$ cat config.mk
export PLATFORM = sky130hd
export DESIGN_NAME = median_scan_ctrl_flat
export DESIGN_NICKNAME = d
export VERILOG_FILES = /design/src/rtl/median_pkg.sv /design/src/rtl/median_scan_ctrl_if.sv /design/src/rtl/median_scan_cnt.sv /design/src/rtl/median_scan_ctrl.sv /design/src/flat_wrapper.sv
export SDC_FILE = /design/constraint.sdc
export NUM_CORES = 1
export LEC_CHECK = 0
export ABC_AREA = 1
export BUFFER_PORTS_ARGS = -buffer_cell sky130_fd_sc_hd__buf_2
export CORE_UTILIZATION = 45
export DETAILED_ROUTE_END_ITERATION = 7
export PLACE_DENSITY = 0.77
export SYNTH_ARGS = -nofsm -noshare
export SYNTH_HDL_FRONTEND = slang
export SYNTH_HIERARCHICAL = 1
export SYNTH_SLANG_ARGS = --single-unit
$ cat constraint.sdc
create_clock -name clk -period 3.4 [get_ports clk]
set_input_delay 0.51 -clock clk [delete_from_list [all_inputs] [get_ports clk]]
set_output_delay 0.51 -clock clk [all_outputs]
set_load 0.02 [all_outputs]
$ cat src/rtl/median_pkg.sv
// median_pkg
// Shared definitions for the median filter scan controller: the controller
// state encoding, default image/window geometry, and the width of the
// line-buffer select field.
// No ports (package).
package median_pkg;

    typedef enum logic [1:0] {
        IDLE = 2'd0,
        RUN  = 2'd1,
        DONE = 2'd2
    } scan_state_t;

    localparam int IMG_W_DEF = 640;
    localparam int IMG_H_DEF = 480;
    localparam int WIN_DEF   = 3;

    // Enough for WIN-1 line buffers with WIN up to 5.
    localparam int LB_SEL_W  = 2;

endpackage

$ cat src/rtl/median_scan_ctrl_if.sv
// median_scan_ctrl_if
// Bundles the pixel handshake, line-buffer write bus and window/status flags
// of the scan controller.
// Modports:
//   master - pixel source side: drives start, pix_valid; observes the rest
//   slave  - scan controller side: drives pix_ready, busy, lb_wr_en, lb_addr,
//            lb_sel, win_valid, win_row, win_col, eol, done
interface median_scan_ctrl_if
    import median_pkg::*;
#(
    parameter int COL_W = 10,
    parameter int ROW_W = 9
) ();

    logic                start;
    logic                pix_valid;
    logic                pix_ready;
    logic                busy;
    logic                lb_wr_en;
    logic [COL_W-1:0]    lb_addr;
    logic [LB_SEL_W-1:0] lb_sel;
    logic                win_valid;
    logic [ROW_W-1:0]    win_row;
    logic [COL_W-1:0]    win_col;
    logic                eol;
    logic                done;

    modport master (
        output start, pix_valid,
        input  pix_ready, busy, lb_wr_en, lb_addr, lb_sel,
               win_valid, win_row, win_col, eol, done
    );

    modport slave (
        input  start, pix_valid,
        output pix_ready, busy, lb_wr_en, lb_addr, lb_sel,
               win_valid, win_row, win_col, eol, done
    );

endinterface

$ cat src/rtl/median_scan_cnt.sv
// median_scan_cnt
// Wrapping up-counter used for the column, row and line-buffer select
// counters of the scan controller. Counts 0..MAX and wraps to 0.
// Ports:
//   clk    in   clock
//   reset  in   synchronous active-high reset (count -> 0)
//   load   in   synchronous clear (count -> 0), overrides inc
//   inc    in   advance by one, wrapping after MAX
//   count  out  current value
//   tc     out  terminal count, high while count == MAX
module median_scan_cnt #(
    parameter int W   = 4,
    parameter int MAX = 7
) (
    input  logic         clk,
    input  logic         reset,
    input  logic         load,
    input  logic         inc,
    output logic [W-1:0] count,
    output logic         tc
);

    localparam logic [W-1:0] LAST = W'(MAX);

    assign tc = (count == LAST);

    always_ff @(posedge clk) begin
        if (reset || load) begin
            count <= '0;
        end else if (inc) begin
            count <= tc ? '0 : count + W'(1);
        end
    end

endmodule

$ cat src/rtl/median_scan_ctrl.sv
// median_scan_ctrl
// Raster-scan controller for the median filter pipeline. Accepts one pixel
// per handshake, tracks column/row position with cascaded counters, drives
// the line-buffer write strobe/address/select and flags each pixel that
// completes a WIN x WIN window, reporting that window's centre.
// Optional feature macro: MEDIAN_SCAN_ABORT_EN (adds the abort input).
// Ports:
//   clk    in   clock, rising edge
//   reset  in   synchronous active-high reset
//   abort  in   abandon current frame (only with MEDIAN_SCAN_ABORT_EN)
//   bus    slave modport of median_scan_ctrl_if (handshake, line-buffer
//          write bus, window and status flags)
module median_scan_ctrl
    import median_pkg::*;
#(
    parameter int IMG_W = IMG_W_DEF,
    parameter int IMG_H = IMG_H_DEF,
    parameter int COL_W = 10,
    parameter int ROW_W = 9,
    parameter int WIN   = WIN_DEF
) (
    input logic clk,
    input logic reset,
`ifdef MEDIAN_SCAN_ABORT_EN
    input logic abort,
`endif
    median_scan_ctrl_if.slave bus
);

    localparam int HALF = (WIN - 1) / 2;
    localparam logic [COL_W-1:0] COL_FIRST = COL_W'(WIN - 1);
    localparam logic [ROW_W-1:0] ROW_FIRST = ROW_W'(WIN - 1);
    localparam logic [COL_W-1:0] COL_HALF  = COL_W'(HALF);
    localparam logic [ROW_W-1:0] ROW_HALF  = ROW_W'(HALF);

    scan_state_t         state;
    logic                pix_ready_q;
    logic                busy_q;
    logic                win_valid_q;
    logic                eol_q;
    logic                done_q;
    logic [ROW_W-1:0]    win_row_q;
    logic [COL_W-1:0]    win_col_q;

    logic [COL_W-1:0]    col;
    logic [ROW_W-1:0]    row;
    logic [LB_SEL_W-1:0] lb_sel;
    logic                col_tc;
    logic                row_tc;
    logic                unused_lb_tc;

    logic                accept;
    logic                kill;
    logic                advance;
    logic                clear;

    assign accept = bus.pix_valid & pix_ready_q;

`ifdef MEDIAN_SCAN_ABORT_EN
    assign kill = abort & (state == RUN);
`else
    assign kill = 1'b0;
`endif

    // An abort beats a simultaneous accept, so the pixel is never counted.
    assign advance = accept & ~kill;

    // Holding the counters clear throughout IDLE guarantees a fresh frame
    // starts at (0,0) whatever happened before.
    assign clear = (state == IDLE) | kill;

    median_scan_cnt #(.W(COL_W), .MAX(IMG_W - 1)) u_col (
        .clk   (clk),
        .reset (reset),
        .load  (clear),
        .inc   (advance),
        .count (col),
        .tc    (col_tc)
    );

    median_scan_cnt #(.W(ROW_W), .MAX(IMG_H - 1)) u_row (
        .clk   (clk),
        .reset (reset),
        .load  (clear),
        .inc   (advance & col_tc),
        .count (row),
        .tc    (row_tc)
    );

    median_scan_cnt #(.W(LB_SEL_W), .MAX(WIN - 2)) u_lb_sel (
        .clk   (clk),
        .reset (reset),
        .load  (clear),
        .inc   (advance & col_tc),
        .count (lb_sel),
        .tc    (unused_lb_tc)
    );

    // Frame FSM. All status outputs are registered here so they appear one
    // cycle after the accept that produced them; the per-pixel pulses
    // default low and are raised only on an accepted pixel.
    always_ff @(posedge clk) begin
        if (reset) begin
            state       <= IDLE;
            pix_ready_q <= 1'b0;
            busy_q      <= 1'b0;
            win_valid_q <= 1'b0;
            eol_q       <= 1'b0;
            done_q      <= 1'b0;
            win_row_q   <= '0;
            win_col_q   <= '0;
        end else begin
            win_valid_q <= 1'b0;
            eol_q       <= 1'b0;
            done_q      <= 1'b0;
            case (state)
                IDLE: begin
                    if (bus.start) begin
                        state       <= RUN;
                        pix_ready_q <= 1'b1;
                        busy_q      <= 1'b1;
                    end
                end
                RUN: begin
                    if (kill) begin
                        state       <= IDLE;
                        pix_ready_q <= 1'b0;
                        busy_q      <= 1'b0;
                    end else if (advance) begin
                        eol_q <= col_tc;
                        // The accepted pixel is the bottom-right corner of
                        // the window, so the centre lies HALF up and left.
                        if (row >= ROW_FIRST && col >= COL_FIRST) begin
                            win_valid_q <= 1'b1;
                            win_row_q   <= row - ROW_HALF;
                            win_col_q   <= col - COL_HALF;
                        end
                        if (col_tc && row_tc) begin
                            state       <= DONE;
                            done_q      <= 1'b1;
                            pix_ready_q <= 1'b0;
                            busy_q      <= 1'b0;
                        end
                    end
                end
                DONE: begin
                    state <= IDLE;
                end
                default: begin
                    state <= IDLE;
                end
            endcase
        end
    end

    assign bus.pix_ready = pix_ready_q;
    assign bus.busy      = busy_q;
    assign bus.lb_wr_en  = accept;
    assign bus.lb_addr   = col;
    assign bus.lb_sel    = lb_sel;
    assign bus.win_valid = win_valid_q;
    assign bus.win_row   = win_row_q;
    assign bus.win_col   = win_col_q;
    assign bus.eol       = eol_q;
    assign bus.done      = done_q;

endmodule

$ cat src/flat_wrapper.sv
// flat-port wrapper written by rule: the top's interface ports become plain ports
module median_scan_ctrl_flat import median_pkg::*;
#(
    parameter int IMG_W = IMG_W_DEF,
    parameter int IMG_H = IMG_H_DEF,
    parameter int COL_W = 10,
    parameter int ROW_W = 9,
    parameter int WIN   = WIN_DEF
)
  (clk, reset, bus_start, bus_pix_valid, bus_pix_ready, bus_busy, bus_lb_wr_en, bus_lb_addr, bus_lb_sel, bus_win_valid, bus_win_row, bus_win_col, bus_eol, bus_done);
  median_scan_ctrl_if #(.COL_W(COL_W), .ROW_W(ROW_W)) bus_i ();
  input logic clk;
  input logic reset;
  input wire logic [$bits(bus_i.start)-1:0] bus_start;
  input wire logic [$bits(bus_i.pix_valid)-1:0] bus_pix_valid;
  output wire logic [$bits(bus_i.pix_ready)-1:0] bus_pix_ready;
  output wire logic [$bits(bus_i.busy)-1:0] bus_busy;
  output wire logic [$bits(bus_i.lb_wr_en)-1:0] bus_lb_wr_en;
  output wire logic [$bits(bus_i.lb_addr)-1:0] bus_lb_addr;
  output wire logic [$bits(bus_i.lb_sel)-1:0] bus_lb_sel;
  output wire logic [$bits(bus_i.win_valid)-1:0] bus_win_valid;
  output wire logic [$bits(bus_i.win_row)-1:0] bus_win_row;
  output wire logic [$bits(bus_i.win_col)-1:0] bus_win_col;
  output wire logic [$bits(bus_i.eol)-1:0] bus_eol;
  output wire logic [$bits(bus_i.done)-1:0] bus_done;
  assign bus_i.start = bus_start;
  assign bus_i.pix_valid = bus_pix_valid;
  assign bus_pix_ready = bus_i.pix_ready;
  assign bus_busy = bus_i.busy;
  assign bus_lb_wr_en = bus_i.lb_wr_en;
  assign bus_lb_addr = bus_i.lb_addr;
  assign bus_lb_sel = bus_i.lb_sel;
  assign bus_win_valid = bus_i.win_valid;
  assign bus_win_row = bus_i.win_row;
  assign bus_win_col = bus_i.win_col;
  assign bus_eol = bus_i.eol;
  assign bus_done = bus_i.done;
  median_scan_ctrl #(.IMG_W(IMG_W), .IMG_H(IMG_H), .COL_W(COL_W), .ROW_W(ROW_W), .WIN(WIN)) u_core (.clk(clk), .reset(reset), .bus(bus_i));
endmodule
==> impl_summary.md, run 1 <==
Drt
For this run, design rule violations remaining after detail routing come to 0. The DRC violation total after the first TritonRoute iteration is 79. The post-detailed-route wirelength per cell is 10.25 µm. In the routed layout, each cell is associated on average with a via count of 4.636. In this run the remaining antenna-violating nets after routing total 0. The total wire length is 5413 µm.

Summing over every cut layer, the via total after detailed routing is 2448. The number of search-and-repair iterations in the first detailed-routing pass is 4.

Synthesis
After synthesis the cells add up to 2660 µm². Yosys printed 6 warnings. The average footprint of a synthesized cell is 6.410 µm². In the synthesized netlist, the number of instances is 415.

The number of nets handed over by synthesis was 425.

CTS
The H-tree generated during clock tree synthesis spans 2 levels. The post-CTS resize count is 0. The buffer count from post-CTS setup fixing is 0. The total clock buffers created by CTS is 5. The number of clock sinks is 46.

The clock network latency to the later pin of the worst-skew pair is 0.30 ns. The clock slew seen by the registers of the worst setup and hold paths is 0.08 ns. The CTS tree is built. CTS placed an instance of sky130_fd_sc_hd__clkbuf_8 at the clock tree root. The number of hold buffers added after CTS was 0. No sink is reached through more buffers than the 2 on the longest clock path.

Critical path
The sort of element at the start of the critical path is a register. Tracing the worst setup path back leads to its startpoint at u_core/u_col/count[1]$_SDFFE_PP0P_. The data arrival time of the critical path is 2.49 ns. The worst register-to-register path begins at u_core/u_col/count[1]$_SDFFE_PP0P_. The maximum fanout along the worst path is 10. The capturing element type of the critical path is a register. The critical path data required time is 3.60 ns. By startpoint and endpoint, the worst setup path is classified as reg -> reg.

Min path
The worst hold path begins at u_core/u_lb_sel/count[1]$_SDFFE_PP0P_. The kind of path behind the tightest hold check is reg -> reg.

Pwr
Power spread over the standard cell area amounts to 310.0 nW/µm². The static leakage is 1.480 nW. The maximum VDD drop is 0.0001915 V.

Global route
The first global-routing pass estimated 9459 µm of wire. Entering global routing, the biggest net connects 36 pins. The number of global-route vias before repair is 2243. The final global-route overflow total is 0. The number of antenna violations at the first check in global routing is 0. For this run, the total global-route usage over all layers was measured as 19.00%.

Floorplan
The number of rows created at floorplan is 27. The core area is 5608 µm². The horizontal extent of the die is 78.89 µm. The boundary pin count is 41.

The floorplan step defined a die boundary enclosing 6223 µm². The overall die height is 78.89 µm. For this configuration, the core starts out at a cell density of 47.43%.

Place
The number of buffers added on ports is 40. Routability-driven placement finished with a final weighted congestion of 0.9369. The total instance count after detailed placement is 520. The HPWL after detailed placement is 4088 µm.

OpenSTA, run right after detailed placement, puts the worst setup slack at 1.131 ns. After detailed placement, the total cell area comes to 2894 µm².

Timing
Setup violations remaining at the end of the flow were counted as 0. Across the routed clock network, the largest skew measured is 0.007217 ns. The total count of hold-check failures in the final report is 0. Once routing completed, OpenROAD measured the worst setup slack at 1.104 ns. The max-slew violation total from the final report is 0. The aggregate negative setup slack is 0 ns. The slew at the pin with the worst max-slew slack is 0.6953 ns. Timing would allow up to 435.6 MHz. The worst-case headroom to the max-slew limit is 53.60%. The portion of the clock cycle consumed by the worst path in the final layout is 67.52%. Setup repair after global routing left no endpoint under its margin. The worst path in the final design needs a cycle of 2.296 ns, including I/O delays and setup.

Layout
The final design instance area without fill is 2985 µm². In the final layout, the share of cells above drive strength 1 is 18.42%. The final layout contains 465 nets. The area overhead of the layout relative to synthesis is 12.23%. The finished layout holds 528 standard cells, fillers aside. The number of antenna diodes in the final layout is 0.

Run status
The run finished with clean final reports.

Job
Max-cap violations in this run came to 0.
## final cells by class
type | instances | area (µm²)
Clock inverter | 1 | 5.005
Multi-Input combinational cell | 286 | 1398
Fill cell | 582 | 2623
Timing Repair Buffer | 40 | 200.2
Tap cell | 72 | 90.09
Clock buffer | 7 | 86.33
Inverter | 76 | 285.3
Sequential cell | 46 | 920.9
## path summary, 6_finish.rpt
check | to | slack, ns | cells after the start
worst max-delay path | u_core/u_row/count[5]$_SDFFE_PP0P_ | 1.10 | 14
worst min-delay path | u_core/u_lb_sel/count[1]$_SDFFE_PP0P_ | 0.43 | 2
worst max register to register | u_core/u_row/count[5]$_SDFFE_PP0P_ | 1.10 | 14
worst min register to register | u_core/u_lb_sel/count[1]$_SDFFE_PP0P_ | 0.43 | 2
## registers in the layout (all words and copies together), names as in the netlist
signal                 count
u_core/bus.busy            1
u_core/bus.done            1
u_core/bus.eol             1
u_core/bus.win_col        10
u_core/bus.win_row         9
u_core/bus.win_valid       1
u_core/state               2
u_core/u_col/count        10
u_core/u_lb_sel/count      2
u_core/u_row/count         9
## critical path, cell delays in order (launching register included)
cell                      delay, ns
sky130_fd_sc_hd__dfxtp_1       0.45
sky130_fd_sc_hd__ha_1          0.26
sky130_fd_sc_hd__nand3_1       0.09
sky130_fd_sc_hd__nor2_1        0.10
sky130_fd_sc_hd__nand2_1       0.08
sky130_fd_sc_hd__inv_1         0.09
sky130_fd_sc_hd__inv_1         0.05
sky130_fd_sc_hd__nor2_1        0.52
sky130_fd_sc_hd__inv_2         0.13
sky130_fd_sc_hd__nor2_2        0.15
sky130_fd_sc_hd__nand2_1       0.07
sky130_fd_sc_hd__nand2_1       0.05
sky130_fd_sc_hd__nand2_1       0.05
sky130_fd_sc_hd__inv_1         0.06
sky130_fd_sc_hd__nor2_2        0.03
## stage by stage
stage / hold WS (ns) / util, % / total power, mW
6_report: 0.4281 / 53.24 / 0.9255
5_1_grt: 0.4473 / 53.24 / 0.9645
4_1_cts: 0.4340 / 53.24 / 0.9405
3_5_place_dp: 0.4205 / 51.61 / 0.5956
3_3_place_gp: 0.4175 / 51.61 / 0.5949
2_1_floorplan: 0.5028 / - / 0.5857
## power by group
| group | internal (mW) | leakage (nW) | switching (mW) |
|---|---|---|---|
| Sequential | 0.540 | 0.371 | 0.00177 |
| Combinational | 0.0121 | 1.06 | 0.0286 |
| Clock | 0.164 | 0.0482 | 0.179 |
## metal layers
| metal | vias up | wire, µm | part of all wire [%] | track usage (%) |
|---|---|---|---|---|
| li1 | 1325 | - | - | - |
| met1 | 1070 | 2545 | 47 | 23.34 |
| met4 | 0 | 51 | 0.94 | 6.182 |
| met5 | - | 0 | 0 | 0 |
| met3 | 5 | 237 | 4.4 | 3.908 |
| met2 | 48 | 2578 | 48 | 33.04 |
## cell usage in the layout, fill, tap and decap left out
cell type                  count
sky130_fd_sc_hd__nor4_1        1
sky130_fd_sc_hd__nand2_1     116
sky130_fd_sc_hd__nand3b_1      3
sky130_fd_sc_hd__xor2_1        5
sky130_fd_sc_hd__o21ai_0       4
sky130_fd_sc_hd__clkbuf_1      1
sky130_fd_sc_hd__nand3_2       3
sky130_fd_sc_hd__nor3_2        1
sky130_fd_sc_hd__o21ai_1       1
sky130_fd_sc_hd__nand2_4       3
sky130_fd_sc_hd__o22ai_1       1
sky130_fd_sc_hd__ha_1          6
sky130_fd_sc_hd__nand3_4       2
sky130_fd_sc_hd__buf_2        40
sky130_fd_sc_hd__nor2_4        3
sky130_fd_sc_hd__nand2_2       5
sky130_fd_sc_hd__a21oi_1       8
sky130_fd_sc_hd__nor2_2       14
sky130_fd_sc_hd__clkinv_2      1
sky130_fd_sc_hd__clkbuf_8      6
sky130_fd_sc_hd__o21bai_1      3
sky130_fd_sc_hd__xnor2_1       3
sky130_fd_sc_hd__nor3_1        3
sky130_fd_sc_hd__nand4_1       6
sky130_fd_sc_hd__nor2_1       76
sky130_fd_sc_hd__inv_2         6
sky130_fd_sc_hd__dfxtp_1      46
sky130_fd_sc_hd__clkinv_1      1
sky130_fd_sc_hd__inv_1        69
sky130_fd_sc_hd__nand3_1      19
(Power assumes the default switching activity.)
==> inputs of run 2 (changes only) <==
Clock period 3.4 ns to 2.35 ns, I/O delays scaled along.
==> run 2 against run 1 <==
Clock power increased by 110%. First-iteration DRC count increased by 90%. Hold slack got worse by 0.14 ns. Die area unchanged. Critical path depth increased by 1.
==> impl_summary.md, run 2 (synthesized netlist as in run 1, its figures left out) <==
CTS
TritonCTS built the clock tree. The post-CTS resize count is 0 (unchanged). The buffer count from post-CTS setup fixing is 0 (unchanged). The total clock buffers created by CTS is 5 (unchanged). The number of clock sinks came to 46 (unchanged). The clock slew seen by the registers of the worst setup and hold paths came to 0.09 ns (about the same).

The level count of the clock H-tree is 2 (unchanged). The clock root buffer master is sky130_fd_sc_hd__clkbuf_8. The clock network latency to the later pin of the worst-skew pair is 0.30 ns (about the same). The count of hold buffers inserted by post-cts repair is 0 (unchanged).

The number of buffers on the longest clock path is 2 (unchanged).

Critical path
The startpoint identified for the worst register-to-register timing path is u_core/u_col/count[1]$_SDFFE_PP0P_. STA classifies the critical path startpoint as a register. The first element of the critical path is u_core/u_col/count[1]$_SDFFE_PP0P_. The maximum fanout along the worst path was 10 (unchanged). The critical path data required time is 2.55 ns (-1.05 ns).

The data arrival time of the critical path came to 2.18 ns (-0.31 ns). The type of the worst setup path is reg -> reg. The capturing element type of the critical path is a register.

Global route
The largest net degree at the start of global routing is 36 (unchanged). The number of global-route vias before repair is 2331 (+3.9%). The total routing usage reported by global routing is 19.92% (+0.91 points). The final global-route overflow total came to 0 (unchanged). The number of antenna violations at the first check in global routing is 0 (unchanged). The global-route wire length before repair is 9970 µm (+5.4%).

Pwr
The internal power contribution is 1.253 mW (+75%). The clock network fraction of design power was 46.4% (+9.4 points). The sequential share of power is 49.9% (-8.7 points). The overall power consumption is 1.573 mW (+70%).

The switching power summed over all nets is 0.3198 mW (+53%). The net switching share of the total power is 20.33% (-2.3 points). The static leakage was 1.531 nW (+3.4%). The power density over the cells is 511.8 nW/µm² (+65%). The maximum VDD drop is 0.0002844 V (+48%). The share of total power in combinational logic is 3.8% (-0.6 points).

Timing
The worst-case headroom to the max-slew limit was 56.87% (+3.3 points). The total count of hold-check failures in the final report is 0 (unchanged). The top achievable clock speed was 505.8 MHz (+16%).

The aggregate negative setup slack came to 0 ns (unchanged). Setup repair after global routing left no endpoint under its margin. The slew at the pin with the worst max-slew slack is 0.6463 ns (-0.04901 ns). The max-slew violation total from the final report came to 0 (unchanged). The portion of the clock cycle consumed by the worst path in the final layout came to 84.13% (+17 points). The clock tree skew after final layout is 0.005980 ns (-0.001237 ns). The final number of setup-violating endpoints is 0 (unchanged). The minimum period implied by the final worst setup slack is 1.977 ns (-0.3185 ns).

Drt
The per-cell via count in the routed design came to 4.627 (-0.21%). The DRC violation total after the first TritonRoute iteration is 150 (+90%). The detailed-route via count was 2466 (+0.74%).

The met1 wire length was 2682 µm (+5.4%). The post-route antenna net violation count came to 0 (unchanged). The post-detailed-route wirelength per cell was 10.42 µm (+1.6%). The total wire length is 5552 µm (+2.6%). The top layer used by detailed routing is met4. The number of design rule violations left after detail routing was 0 (unchanged).

The wire length on met2 is 2497 µm (-3.1%). The number of search-and-repair iterations in the first detailed-routing pass is 4 (unchanged). The total length of routed met3 wires is 289 µm (+22%).

Job
The reported max-cap violation count is 0 (unchanged).

Floorplan
The overall die height is 78.89 µm (unchanged). The boundary pin count is 41 (unchanged). The core area was 5608 µm² (unchanged). The area enclosed by the die boundary was 6223 µm² (unchanged).

The number of rows created at floorplan is 27 (unchanged). The starting density of the core was 47.43% (unchanged). The horizontal extent of the die came to 78.89 µm (unchanged).

Min path
The kind of path behind the tightest hold check is in -> reg. The worst hold path begins at reset.

Layout
The end-of-flow core utilization was 54.82% (+1.6 points). The area overhead of the layout relative to synthesis is 15.57%. The proportion of layout cells with a drive suffix above 1 was 19.52% (+1.1 points). The library cells used most frequently in the layout, excluding fill and tap cells, are sky130_fd_sc_hd__nand2_1, sky130_fd_sc_hd__nor2_1, sky130_fd_sc_hd__inv_1. The final-stage net count is 470 (+1.1%). The most frequent standard cell in the layout excluding fill and tap cells is sky130_fd_sc_hd__nand2_1. The number of inserted diodes is 0 (unchanged).

Place
The number of buffers added on ports is 40 (unchanged). The HPWL after detailed placement came to 4097 µm (+0.22%). The weighted congestion at the end of routability-driven global placement is 0.8775 (-6.3%).

Run status
The flow ran to the end, and the final reports show no timing, DRC or antenna violations.
==> run 2: cell types whose count changed in the layout (fill, tap and decap cells not counted), sizes merged <==
cell	delta
bufinv	+2
clkinv	-1
clkbuf	-1
buf	+5
==> run 2: layer usage <==
metal  up-vias  global-route usage (%)
met1      1081                   25.14
met5         -                       0
met4         0                   6.182
met2        52                   33.57
li1       1325                       -
met3         8                   4.598
==> run 2: metrics by stage <==
step	hold WS [ns]	setup WS [ns]	std cells	instance area, µm²
final	0.2892	0.3729	533	3074
after global routing	0.2861	0.1565	533	3074
after CTS	0.2805	0.3786	533	3074
after detailed placement	0.4330	0.4096	525	2932
after global placement	0.4148	0.5080	525	2932
after floorplan	0.4216	0.3917	415	2660
==> run 2: final timing paths <==
kind | to | slack (ns) | cells after the start
setup / recovery | u_core/u_row/count[5]$_SDFFE_PP0P_ | 0.37 | 15
hold reg to reg | u_core/u_lb_sel/count[1]$_SDFFE_PP0P_ | 0.44 | 2
hold / removal | u_core/bus.busy$_SDFFE_PP0P_ | 0.29 | 2
setup reg to reg | u_core/u_row/count[5]$_SDFFE_PP0P_ | 0.37 | 15
==> run 2: critical path: stages (launching register included) <==
cell and delay (ns):
sky130_fd_sc_hd__dfxtp_1 0.47, sky130_fd_sc_hd__ha_1 0.26, sky130_fd_sc_hd__nand3_1 0.09, sky130_fd_sc_hd__nor2_1 0.10, sky130_fd_sc_hd__nand2_1 0.08, sky130_fd_sc_hd__inv_1 0.08, sky130_fd_sc_hd__inv_1 0.05, sky130_fd_sc_hd__nor2_1 0.10
sky130_fd_sc_hd__buf_4 0.18, sky130_fd_sc_hd__inv_2 0.07, sky130_fd_sc_hd__nor2_2 0.12, sky130_fd_sc_hd__nand2_1 0.06, sky130_fd_sc_hd__nand2_1 0.06, sky130_fd_sc_hd__nand2_1 0.05, sky130_fd_sc_hd__inv_1 0.06, sky130_fd_sc_hd__nor2_2 0.03
==> run 2: final cells by class <==
cell class | count | area, µm²
clock buffer | 6 | 82.58
clock inverter | 2 | 60.06
fill | 563 | 2534
inverter | 76 | 285.3
multi-input combinational | 286 | 1398
sequential | 46 | 920.9
tap | 72 | 90.09
timing repair buffer | 45 | 237.7
==> run 2: power groups by stage <==
stage	Clock, mW	Combinational (mW)	Sequential (mW)
2_1_floorplan	0	0.0425	0.805
3_3_place_gp	0	0.0584	0.803
3_5_place_dp	0	0.0591	0.803
4_1_cts	0.746	0.0596	0.785
5_1_grt	0.777	0.0672	0.786
6_report	0.730	0.0590	0.785
